--- config.mk ---
export PLATFORM = sky130hd
export DESIGN_NAME = sin_gen_ctrl
export DESIGN_NICKNAME = d
export VERILOG_FILES = /design/src/rtl/sin_gen_ctrl.sv
export SDC_FILE = /design/constraint.sdc
export NUM_CORES = 1
export LEC_CHECK = 0
export CAP_MARGIN = 20
export CORE_ASPECT_RATIO = 0.9
export CORE_UTILIZATION = 40
export CTS_CLUSTER_DIAMETER = 40
export CTS_CLUSTER_SIZE = 8
export DETAILED_ROUTE_END_ITERATION = 10
export SYNTH_ARGS = -nofsm -noshare
export SYNTH_HDL_FRONTEND = slang
export SYNTH_SLANG_ARGS = --single-unit
--- constraint.sdc ---
create_clock -name clk -period 2.98 [get_ports clk]
set_clock_uncertainty 0.1 [all_clocks]
set_input_delay 0.298 -clock clk [delete_from_list [all_inputs] [get_ports clk]]
set_output_delay 0.298 -clock clk [all_outputs]
set_load 0.05 [all_outputs]
--- src/rtl/sin_gen_ctrl.sv ---
// Sequencer for sin_gen: divides core clock into the sample strobe, runs N-period bursts or free-runs.
// All outputs are registered; sample_valid trails clk_en by GEN_LATENCY cycles.
module sin_gen_ctrl #(
  parameter int DIV_WIDTH    = 16,
  parameter int CNT_WIDTH    = 16,
  parameter int PTS_PER_WAVE = 50,
  parameter int GEN_LATENCY  = 1,
  localparam int IDX_W       = (PTS_PER_WAVE > 1) ? $clog2(PTS_PER_WAVE) : 1
) (
  input  logic                 clk,
  input  logic                 rst,
  input  logic                 start,
  input  logic                 stop,
  input  logic                 continuous,
  input  logic [DIV_WIDTH-1:0] div,
  input  logic [CNT_WIDTH-1:0] n_waves,
  output logic                 clk_en,
  output logic                 sample_valid,
  output logic [IDX_W-1:0]     sample_idx,
  output logic [CNT_WIDTH-1:0] wave_cnt,
  output logic                 busy,
  output logic                 done,
  output logic                 aborted,
  output logic                 cfg_err
);

  localparam int DRN_W = (GEN_LATENCY > 1) ? $clog2(GEN_LATENCY) : 1;
  localparam logic [IDX_W-1:0] IDX_LAST = IDX_W'(PTS_PER_WAVE - 1);
  localparam logic [DRN_W-1:0] DRN_LAST = DRN_W'(GEN_LATENCY - 1);

  typedef enum logic [1:0] {
    IDLE  = 2'd0,
    RUN   = 2'd1,
    DRAIN = 2'd2,
    DONE  = 2'd3
  } state_t;

  state_t                 state;
  state_t                 state_nxt;
  logic [DIV_WIDTH-1:0]   div_q;
  logic [DIV_WIDTH-1:0]   div_cnt;
  logic [CNT_WIDTH-1:0]   n_waves_q;
  logic                   cont_q;
  logic                   first_q;
  logic [DRN_W-1:0]       drain_cnt;
  logic [GEN_LATENCY-1:0] sv_sr;

  logic                   cfg_ok;
  logic                   accept;
  logic                   div_hit;
  logic                   strobe;
  logic                   wave_done;
  logic [IDX_W-1:0]       idx_nxt;

  assign cfg_ok    = (div != '0) && (continuous || (n_waves != '0));
  assign accept    = (state == IDLE) && start && !stop && cfg_ok;
  assign div_hit   = (div_cnt == div_q - DIV_WIDTH'(1));
  assign idx_nxt   = (first_q || (sample_idx == IDX_LAST)) ? '0 : sample_idx + IDX_W'(1);
  // A period counts as complete on the strobe that lands on its last sample.
  assign wave_done = (idx_nxt == IDX_LAST);

  always_ff @(posedge clk or negedge rst) begin
    if (!rst) begin
      state <= IDLE;
    end else begin
      state <= state_nxt;
    end
  end

  always_comb begin
    state_nxt = state;
    strobe    = 1'b0;
    case (state)
      IDLE: begin
        if (accept) begin
          state_nxt = RUN;
        end
      end
      RUN: begin
        if (stop) begin
          state_nxt = DRAIN;
        end else if (div_hit) begin
          strobe = 1'b1;
          if (!cont_q && wave_done && (wave_cnt + CNT_WIDTH'(1) == n_waves_q)) begin
            state_nxt = DRAIN;
          end
        end
      end
      DRAIN: begin
        if (drain_cnt == DRN_LAST) begin
          state_nxt = DONE;
        end
      end
      DONE: begin
        state_nxt = IDLE;
      end
      default: begin
        state_nxt = IDLE;
      end
    endcase
  end

  always_ff @(posedge clk or negedge rst) begin
    if (!rst) begin
      div_q      <= '0;
      n_waves_q  <= '0;
      cont_q     <= 1'b0;
      div_cnt    <= '0;
      first_q    <= 1'b0;
      sample_idx <= '0;
      wave_cnt   <= '0;
      aborted    <= 1'b0;
      drain_cnt  <= '0;
      clk_en     <= 1'b0;
      busy       <= 1'b0;
      done       <= 1'b0;
      cfg_err    <= 1'b0;
    end else begin
      clk_en  <= strobe;
      busy    <= (state_nxt == RUN) || (state_nxt == DRAIN);
      done    <= (state_nxt == DONE);
      cfg_err <= (state == IDLE) && start && !stop && !cfg_ok;

      if (accept) begin
        div_q      <= div;
        n_waves_q  <= n_waves;
        cont_q     <= continuous;
        div_cnt    <= '0;
        first_q    <= 1'b1;
        sample_idx <= '0;
        wave_cnt   <= '0;
        aborted    <= 1'b0;
      end

      if (state == RUN) begin
        div_cnt <= div_hit ? '0 : div_cnt + DIV_WIDTH'(1);
        if (stop) begin
          aborted <= 1'b1;
        end
      end

      if (strobe) begin
        first_q    <= 1'b0;
        sample_idx <= idx_nxt;
        if (wave_done) begin
          wave_cnt <= wave_cnt + CNT_WIDTH'(1);
        end
      end

      drain_cnt <= (state == DRAIN) ? drain_cnt + DRN_W'(1) : '0;
    end
  end

  // Delay line matching the generator's clk_en-to-output latency.
  if (GEN_LATENCY == 1) begin : g_sv_one
    always_ff @(posedge clk or negedge rst) begin
      if (!rst) begin
        sv_sr <= '0;
      end else begin
        sv_sr <= clk_en;
      end
    end
  end else begin : g_sv_multi
    always_ff @(posedge clk or negedge rst) begin
      if (!rst) begin
        sv_sr <= '0;
      end else begin
        sv_sr <= {sv_sr[GEN_LATENCY-2:0], clk_en};
      end
    end
  end

  assign sample_valid = sv_sr[GEN_LATENCY-1];

endmodule

# Yosys cells after proc, flatten, opt, wreduce, memory -nomap -nowiden

Index checks and enable logic that the tools add are counted.

Input bits: 37
Register bits after elaboration: 81

Reductions and logical operators: 18
Equal/unequal tests: 10
Mux-type cells: 24
$add $sub $neg: 5

Operators by type and width:

| cell                  | number |
|---|---|
| $mux 16               | 6 |
| $add 16x1->16 const B | 2 |
| $eq 16x16->1          | 2 |
| $reduce_bool 16->1    | 2 |
| $mux 6                | 3 |
| $sub 16x1->16 const B | 1 |
| $eq 6x6->1 const B    | 2 |
| $mux 2                | 5 |
| $mux 1                | 9 |
| $eq 2x2->1 const B    | 4 |
| $pmux 2 s4            | 1 |
| $logic_and 1x1->1     | 7 |
| $add 6x1->6 const B   | 1 |
| $eq 2x1->1 const B    | 2 |
| $reduce_bool 2->1     | 2 |
| $logic_not 1->1       | 3 |
| $logic_or 1x1->1      | 3 |
| $logic_not 2->1       | 1 |
| $add 1x1->1 const B   | 1 |

# Longest topological paths before layout

Gate-level depths: netlist (run 1).

Depth after elaboration: 12
Gate-level depth with buffers: 12

# Least setup slack after synthesis (run 1)

OpenSTA, ideal clock, no wires.

Path type: reg2reg
Start: register wave_cnt[9]
End: register busy
Arrival: 2.910 ns
Setup time: 0.126 ns
Buffers on the path: 0
Data required time: 2.754 ns
Slack: -0.155 ns
Period minus slack after synthesis: 3.135 ns
Stages on the path, launching flop included: 10
Cell sequence: dfrtp_1 nand4_1 nor4_1 xnor2_1 nand4_1 nor4_1 a41oi_1 a21oi_1 nand2_1 ha_1

Word-level cells in the longest chain between the ends: 9
Elaborated cells between the ends (all ways): 10
Those cells by class: add/sub: 1; eq/ne: 3; mux: 4; reduce/logical: 2

Ends and longest elaborated chain:

| what                                     | line | source |
|---|---|---|
| start: declaration                       | 20   | `output logic [CNT_WIDTH-1:0] wave_cnt,` |
| start signal: assignment                 | 146  | `wave_cnt <= wave_cnt + CNT_WIDTH'(1);` |
| $add 16x1->16 *                          | 84   | `if (!cont_q && wave_done && (wave_cnt + CNT_WIDTH'(1) == n_waves_q)) begin` |
| $eq 16x16->1 *                           | 84   |  |
| $logic_and 1x1->1 *                      | 84   |  |
| $mux 2 *                                 | 84   |  |
| $mux 2 *                                 | 82   | `end else if (div_hit) begin` |
| $mux 2 *                                 | 80   | `if (stop) begin` |
| $pmux 2 s4 *                             | 73   | `case (state)` |
| $eq 2x1->1 or $eq 2x2->1 (tied branches) | 120  | `busy <= (state_nxt == RUN) \|\| (state_nxt == DRAIN);` |
| $logic_or 1x1->1 *                       | 120  |  |
| end signal: assignment                   | 120  |  |
| end: declaration                         | 21   | `output logic busy,` |

Mark *: on every way between the ends. The rest lies on a longest branch, timed or not.
A chain may end at the register's enable or synchronous reset.

# Worst setup path in the final report (run 1)

Start: register div_q[6]
End: register div_cnt[5]

Word-level cells in the longest chain between the ends: 4

Ends and longest elaborated chain:

| what                     | line | source |
|---|---|---|
| start: declaration       | 40   | `logic [DIV_WIDTH-1:0] div_q;` |
| start signal: assignment | 125  | `div_q <= div;` |
| $sub 16x1->16            | 57   | `assign div_hit = (div_cnt == div_q - DIV_WIDTH'(1));` |
| $eq 16x16->1             | 57   |  |
| $mux 16                  | 136  | `div_cnt <= div_hit ? '0 : div_cnt + DIV_WIDTH'(1);` |
| $mux 16                  | 135  | `if (state == RUN) begin` |
| end signal: assignment   | 136  |  |
| end: declaration         | 41   | `logic [DIV_WIDTH-1:0] div_cnt;` |

No other way between the ends.

==> results of run 1 <==
## final cells by class
| type | count | area share [%] |
|---|---|---|
| multi-input cells | 388 | 43.4 |
| flip-flops and latches | 81 | 29.8 |
| repair buffers | 140 | 18.7 |
| clock buffers | 14 | 4.02 |
| well taps | 156 | 2.86 |
| inverters | 12 | 0.660 |
| clock inverters | 2 | 0.513 |
## logic make-up (layout without fill, tap and decap cells)
family	count (synthesis)	in the layout	synth area share (%)
xor+xnor	46	46	8.28
buf+inv	41	168	3.32
compound gates	110	110	15.5
fa+ha+maj	6	6	1.54
simple gates	190	190	21.4
mux	36	36	8.28
flops	81	81	41.6
## final timing paths
kind / to / slack [ns] / cells past startpoint
max: div_cnt[5] / -0.13 / 10
min: sample_valid / 0.30 / 0
max reg2reg: div_cnt[5] / -0.13 / 10
min reg2reg: sample_valid / 0.30 / 0
max in group asynchronous: n_waves_q[10] / 1.68 / 3
min in group asynchronous: div_cnt[3] / 0.39 / 2
## per-layer routing
layer  global-route usage [%]  vias to the layer above
met2                     35.9                      127
li1                         -                     2109
met4                     5.49                        0
met5                        0                        -
met1                     31.4                     2130
met3                     5.53                       10
## cells in the mapped netlist, types with 10 or more instances
master / instances
dfrtp_1: 81
nand2_1: 46
mux2_2: 34
nand3_1: 25
xnor2_1: 24
xor2_1: 22
o21ai_0: 21
clkbuf_1: 20
nor2_1: 18
a21o_1: 16
nor4_1: 16
a21oi_1: 14
nand2b_1: 14
a211oi_1: 13
inv_1: 12
nor3_1: 10
or2_2: 10
## sequential cells by signal, summed over array words and instances (netlist names)
signal	flops
sample_idx	6
busy	1
div_cnt	16
state	2
aborted	1
drain_cnt	1
done	1
div_q	16
clk_en	1
first_q	1
n_waves_q	16
cfg_err	1
cont_q	1
sample_valid	1
wave_cnt	16
## timing repair
item,in CTS,in global routing
buffers inserted,5,3
gates cloned,1,0
hold endpoints to repair,41,0
pin swaps,13,10
hold buffers,1,0
resized for setup,24,38
setup endpoints to repair,32,43
## through the flow
step	utilization, %	cells
floorplan	-	510
global placement	53.2	768
detailed placement	53.2	768
CTS	57.1	790
global route	58.7	793
finish	58.7	793
## report_power, final
| part | internal [mW] | total (mW) | switching [mW] |
|---|---|---|---|
| logic | 1.15 | 2.31 | 1.16 |
| clock network | 0.717 | 1.16 | 0.444 |
| registers | 1.44 | 1.86 | 0.417 |
==> metrics.md, run 1 <==
| Metric | Value |
|---|---|
| # rows | 37 |
| Nets | 675 |
| Design Area, Final | 0.00682 mm2 |
| Vias | about 4400 |
| Area occupied by multi-input gates | 0.00296 mm2 |
| Vias in the first global route | 4374 |
| Die height | 107 um |
| Total GRT Usage | 22.8% |
| Routed wire length | about 14000 um |
| Clock buffer depth | 2 |
| CP max-delay cell | or4_4 |
| GPL Wtd Cong | between 0.8 and 0.9 |
| Die footprint | 0.0126 mm2 |
| Core box area | ~0.012 mm2 |
| Via/cell ratio | ~5.5 |
| Wire per inst | approximately 17 um |
| Critical Path End Type | flop |
| Max-slew headroom | approximately three fifths |
| Final Critical Period | a little over 3 ns |
| Ys Warns | 0 |
| Maximum vdd drop | about 0.4 mV |
| ANT cells | 0 |
| Hpwl dp | approximately 10000 um |
| Synthesis-to-layout area growth | 40.2% |
| Commonest non-fill, non-tap cells in the layout | dfrtp_1 (75), buf_4 (65), clkdlybuf4s50_1 (63) |
| FF+latch count, synth | just over 80 |
| Hold crit path type | flop to flop |
| Largest net degree at the start of global routing | 44 |
| Port bufs | 64 |
| Top FF cell, synth | dfrtp_1 |
| Fraction of layout cells with a size suffix above 1 | 29.5% |
| Die W | 118 um |
| Cell area after placement | 0.00618 mm2 |
| Initial Util | 41.9% |
| Max-cap viol count | 0 |
| Post-route worst setup slack | -0.127 ns |
| RSZ-0062 raised after global routing | true |
| CTS tree | built |
| Worst-Skew Late Latency | 0.35 ns |
| Critical Path RT | 3.11 ns |
| Status | finished, violations left |
| Worst hold slack | 0.296 ns |
| Syn nets | 553 |
| Violated checks | negative setup slack |
| CP Class | flop to flop |
| Post-Place Worst Slack | -0.156 ns |
| Worst setup SP type | flop |
| Final Max Slew Viols | 0 |
| Sequential area share after synthesis | a little over two fifths |
| Slowest Stage Delay on Critical Path | 0.56 ns |
| Mapped Area | a little under 0.005 mm2 |
| Worst EP arrival | between 3 and 4 ns |
| Max FO, Critical Path | 5 |
| WL met3 | 691 um |
| Root buffer cell | clkbuf_16 |
| Critical Path Source | div_q[6] |
| Fin Setup TNS | -0.782 ns |
| M1 WL | between 6000 and 7000 um |
| Mapped Cells | 510 |
| Leading area contributor after synthesis | dfrtp_1 |
| Setup violations, final | 19 |
| Clock transition at the registers of the reported paths | 0.06 ns |
| Leakage dissipation | 2.82 nW |
| Total power | 5.33 mW |
| Final Hold Vio Count | 0 |
| Initial antenna violation count | 0 |
| Synth area leaders | dfrtp_1 (42%), mux2_2 (7.9%), xnor2_1 (4.3%) |
| CTS buffer count | 9 |
| Mean Syn Cell Area | 9.55 um2 |
| Family with the most delay on the worst path | simple AND/OR/NAND/NOR gates |
| Hold Startpoint | clk_en |
| Uppermost layer routed | met4 |
| First-pass GRT wire length | 22500 um |
| Final antenna-violating net count | 0 |
| Io pins | 65 |
| Cell Pwr Density | 781 mW/mm2 |
| Synth top area share | 41.6% |
| Register area | a little over 0.002 mm2 |
| # fillers | 1028 |
| Slew @ Worst Pin | 0.582 ns |
| GRT Residual Overflow | 0 |
| Initial DRC Count | 282 |
| CTS H-tree depth | 3 |
| Critical path cell sequence | or4_4, buf_4, or4_4, o31a_1, a21oi_4, buf_6, a21oi_4, buf_6, a21o_1, a22o_1 |
| FF-to-FF Start | div_q[6] |
| Highest Clock Rate | 0.322 GHz |
| First drt pass iteration count | 5 |
| Residual DRC | 0 |
| Final worst-path cycle share | 104% |
| Post-synth ARST share | between 90% and 100% |
| Worst Path Buf+Inv | 3 |
| Routed met2 length | 6270 um |
| EDFF count, synth | 0 |
| Post-synthesis cell type count | 56 |
| Commonest non-fill, non-tap cell in the layout | dfrtp_1 |
| Clock sink count | 81 |
Note: power is estimated with default switching activity, not from simulation.
==> run 2, diff against run 1 <==
--- a/config.mk
+++ b/config.mk
@@ -7,10 +7,12 @@
 export LEC_CHECK = 0
 export CAP_MARGIN = 20
 export CORE_ASPECT_RATIO = 0.9
-export CORE_UTILIZATION = 40
+export CORE_MARGIN = 3
+export CORE_UTILIZATION = 50
 export CTS_CLUSTER_DIAMETER = 40
 export CTS_CLUSTER_SIZE = 8
 export DETAILED_ROUTE_END_ITERATION = 10
+export PLACE_DENSITY = 0.76
 export SYNTH_ARGS = -nofsm -noshare
 export SYNTH_HDL_FRONTEND = slang
 export SYNTH_SLANG_ARGS = --single-unit
==> constraint.sdc (replaced) <==
create_clock -name clk -period 2.98 [get_ports clk]
set_clock_uncertainty 0.1 [all_clocks]
set_input_delay 0.447 -clock clk [delete_from_list [all_inputs] [get_ports clk]]
set_output_delay 0.447 -clock clk [all_outputs]
set_load 0.05 [all_outputs]
==> metrics.md, run 2 (synthesis results as in run 1) <==
| Metric | Value |
|---|---|
| Max-cap viol count | 0 |
| Final antenna-violating net count | 0 |
| Synthesis-to-layout area growth | 35.9% |
| Fin Setup TNS | -0.0812 ns |
| Initial DRC Count | 274 |
| CTS H-tree depth | 3 |
| Max-slew headroom | 54.8% |
| Final Critical Period | between 3 and 4 ns |
| Sw Pwr | just under 2 mW |
| Clock sink count | between 80 and 90 |
| GRT Residual Overflow | 0 |
| Cell-internal power | 3.02 mW |
| CP max-delay cell | or4_4 |
| Die W | 110 um |
| Wire per inst | 17.8 um |
| Port bufs | 64 |
| Placed Cells | 730 |
| Clock power frac | 18.0% |
| Critical path cell sequence | or4_4, buf_6, or4_4, o31a_1, a21oi_4, buf_6, nand3_4, and2_4, mux2_2 |
| Initial Util | about 52% |
| Max FO, Critical Path | 5 |
| # rows | 33 |
| Leakage dissipation | about 2.7 nW |
| Status | finished, violations left |
| Hpwl dp | 9740 um |
| Root buffer cell | clkbuf_8 |
| Routed wire length | 13300 um |
| Nets | 665 |
| Cell Pwr Density | 756 mW/mm2 |
| Slowest Stage Delay on Critical Path | 0.55 ns |
| Worst-Skew Late Latency | approximately 0.37 ns |
| Critical Path RT | 3.14 ns |
| Worst setup SP type | flop |
| Via/cell ratio | 5.89 |
| Clock buffer depth | 2 |
| Highest Clock Rate | 0.332 GHz |
| Hold crit path type | input port to asynchronous set/reset pin |
| Switching share of power | 39.6% |
| Die footprint | ~0.011 mm2 |
| Seq pwr share | 36.4% |
| Final worst-path cycle share | 101% |
| Vias | around 4400 |
| CTS tree | built |
| Violated checks | negative setup slack |
| Final Hold Vio Count | 0 |
| Commonest non-fill, non-tap cell in the layout | dfrtp_1 |
| Commonest non-fill, non-tap cells in the layout | dfrtp_1 (75), clkdlybuf4s50_1 (63), buf_4 (55) |
| Family with the most delay on the worst path | simple AND/OR/NAND/NOR gates |
| Slew @ Worst Pin | 0.678 ns |
| Final Max Slew Viols | 0 |
| Residual DRC | 0 |
| Die height | 99.6 um |
| Design Area, Final | 0.00662 mm2 |
| Post-route insts no fill | 749 |
| Vias in the first global route | between 4000 and 5000 |
| ANT cells | 0 |
| Fraction of layout cells with a size suffix above 1 | about 29% |
| Worst hold slack | 0.0166 ns |
| Worst Path Buf+Inv | 2 |
| # fillers | 707 |
| Critical Path End Type | flop |
| CTS Hold Buffers Added | 0 |
| Io pins | 65 |
| Post-route worst setup slack | -0.0327 ns |
| Core box area | about 0.0093 mm2 |
| CTS buffer count | 9 |
| Post-Place Worst Slack | -0.184 ns |
| Cell area after placement | between 0.006 and 0.007 mm2 |
| Setup violations, final | 8 |
| First drt pass iteration count | 5 |
| Logic gate share of total power | 45.6% |
| Worst EP arrival | 3.17 ns |
| RSZ-0062 raised after global routing | true |
| GPL Wtd Cong | ~0.92 |
| Largest net degree at the start of global routing | 51 |
| Initial antenna violation count | 0 |
| Total GRT Usage | 25.3% |
| Clock transition at the registers of the reported paths | ~0.08 ns |
| Maximum vdd drop | 0.562 mV |
| First-pass GRT wire length | approximately 22000 um |
| CP Class | flop to flop |
run 2: cell count changes in the layout (fill, tap and decap cells not counted), moves of 3 or more:
cell,before,now
buf_4,65,55
a21oi_4,4,1
clkbuf_8,3,9
o21ai_0,12,15
clkbuf_16,9,0
run 2: routing by layer:
metal,track usage (%),vias to the layer above,part of all wire [%],routed length (um)
met4,8.05,0,2.4,316
met2,38.4,153,46,6170
met1,34.5,2127,45,6030
met3,7.66,39,6.2,829
met5,0,-,0,0
li1,-,2090,-,-
run 2: area by class of cell:
type | instances | area (um2) | share of cell area [%]
inverter | 12 | 45.0 | 0.681
tap | 122 | 153 | 2.31
clock buffer | 9 | 124 | 1.87
clock inverter | 7 | 93.8 | 1.42
sequential | 81 | 2030 | 30.7
multi-input combinational | 388 | 2950 | 44.5
timing repair buffer | 130 | 1220 | 18.5
run 2: path summary, 6_finish.rpt:
path | start | endpoint | slack (ns) | cells past startpoint
setup / recovery | div_q[7] | sample_idx[0] | -0.03 | 9
hold / removal | rst | wave_cnt[15] | 0.02 | 1
setup reg to reg | div_q[7] | sample_idx[0] | -0.03 | 9
hold reg to reg | clk_en | sample_valid | 0.28 | 0
max in group asynchronous | rst | sample_idx[1] | 2.15 | 2
min in group clk | clk_en | sample_valid | 0.28 | 0
run 2: worst reg2reg max path, delay by kind of cell (launching register included):
| family | cells | cell delay, ns |
|---|---|---|
| AO/OA/AOI/OAI | 2 | 0.58 |
| buffers and inverters | 2 | 0.29 |
| flip-flops | 1 | 0.38 |
| AND/OR/NAND/NOR | 4 | 1.27 |
| multiplexers | 1 | 0.26 |
run 2: power groups by stage:
stage	registers, mW	clock network (mW)	logic, mW
floorplan	1.74	0	1.37
global placement	1.81	0	1.99
detailed placement	1.82	0	2.05
CTS	1.81	0.916	2.15
global route	1.88	0.965	2.46
finish	1.82	0.902	2.28
run 2: timing repair:
item                                    4_1_cts  5_1_grt
pin swaps                                    16       19
resized for setup                            21       37
setup buffers                                 4        0
endpoints found under the hold margin         0        0
endpoints found under the setup margin       24       42
run 2: per-stage QoR:
| stage | power (mW) | util [%] |
|---|---|---|
| 6_report | 5.00 | 71.2 |
| 5_1_grt | 5.30 | 71.2 |
| 4_1_cts | 4.87 | 69.5 |
| 3_5_place_dp | 3.87 | 65.8 |
| 3_3_place_gp | 3.79 | 65.8 |
| 2_1_floorplan | 3.12 | - |
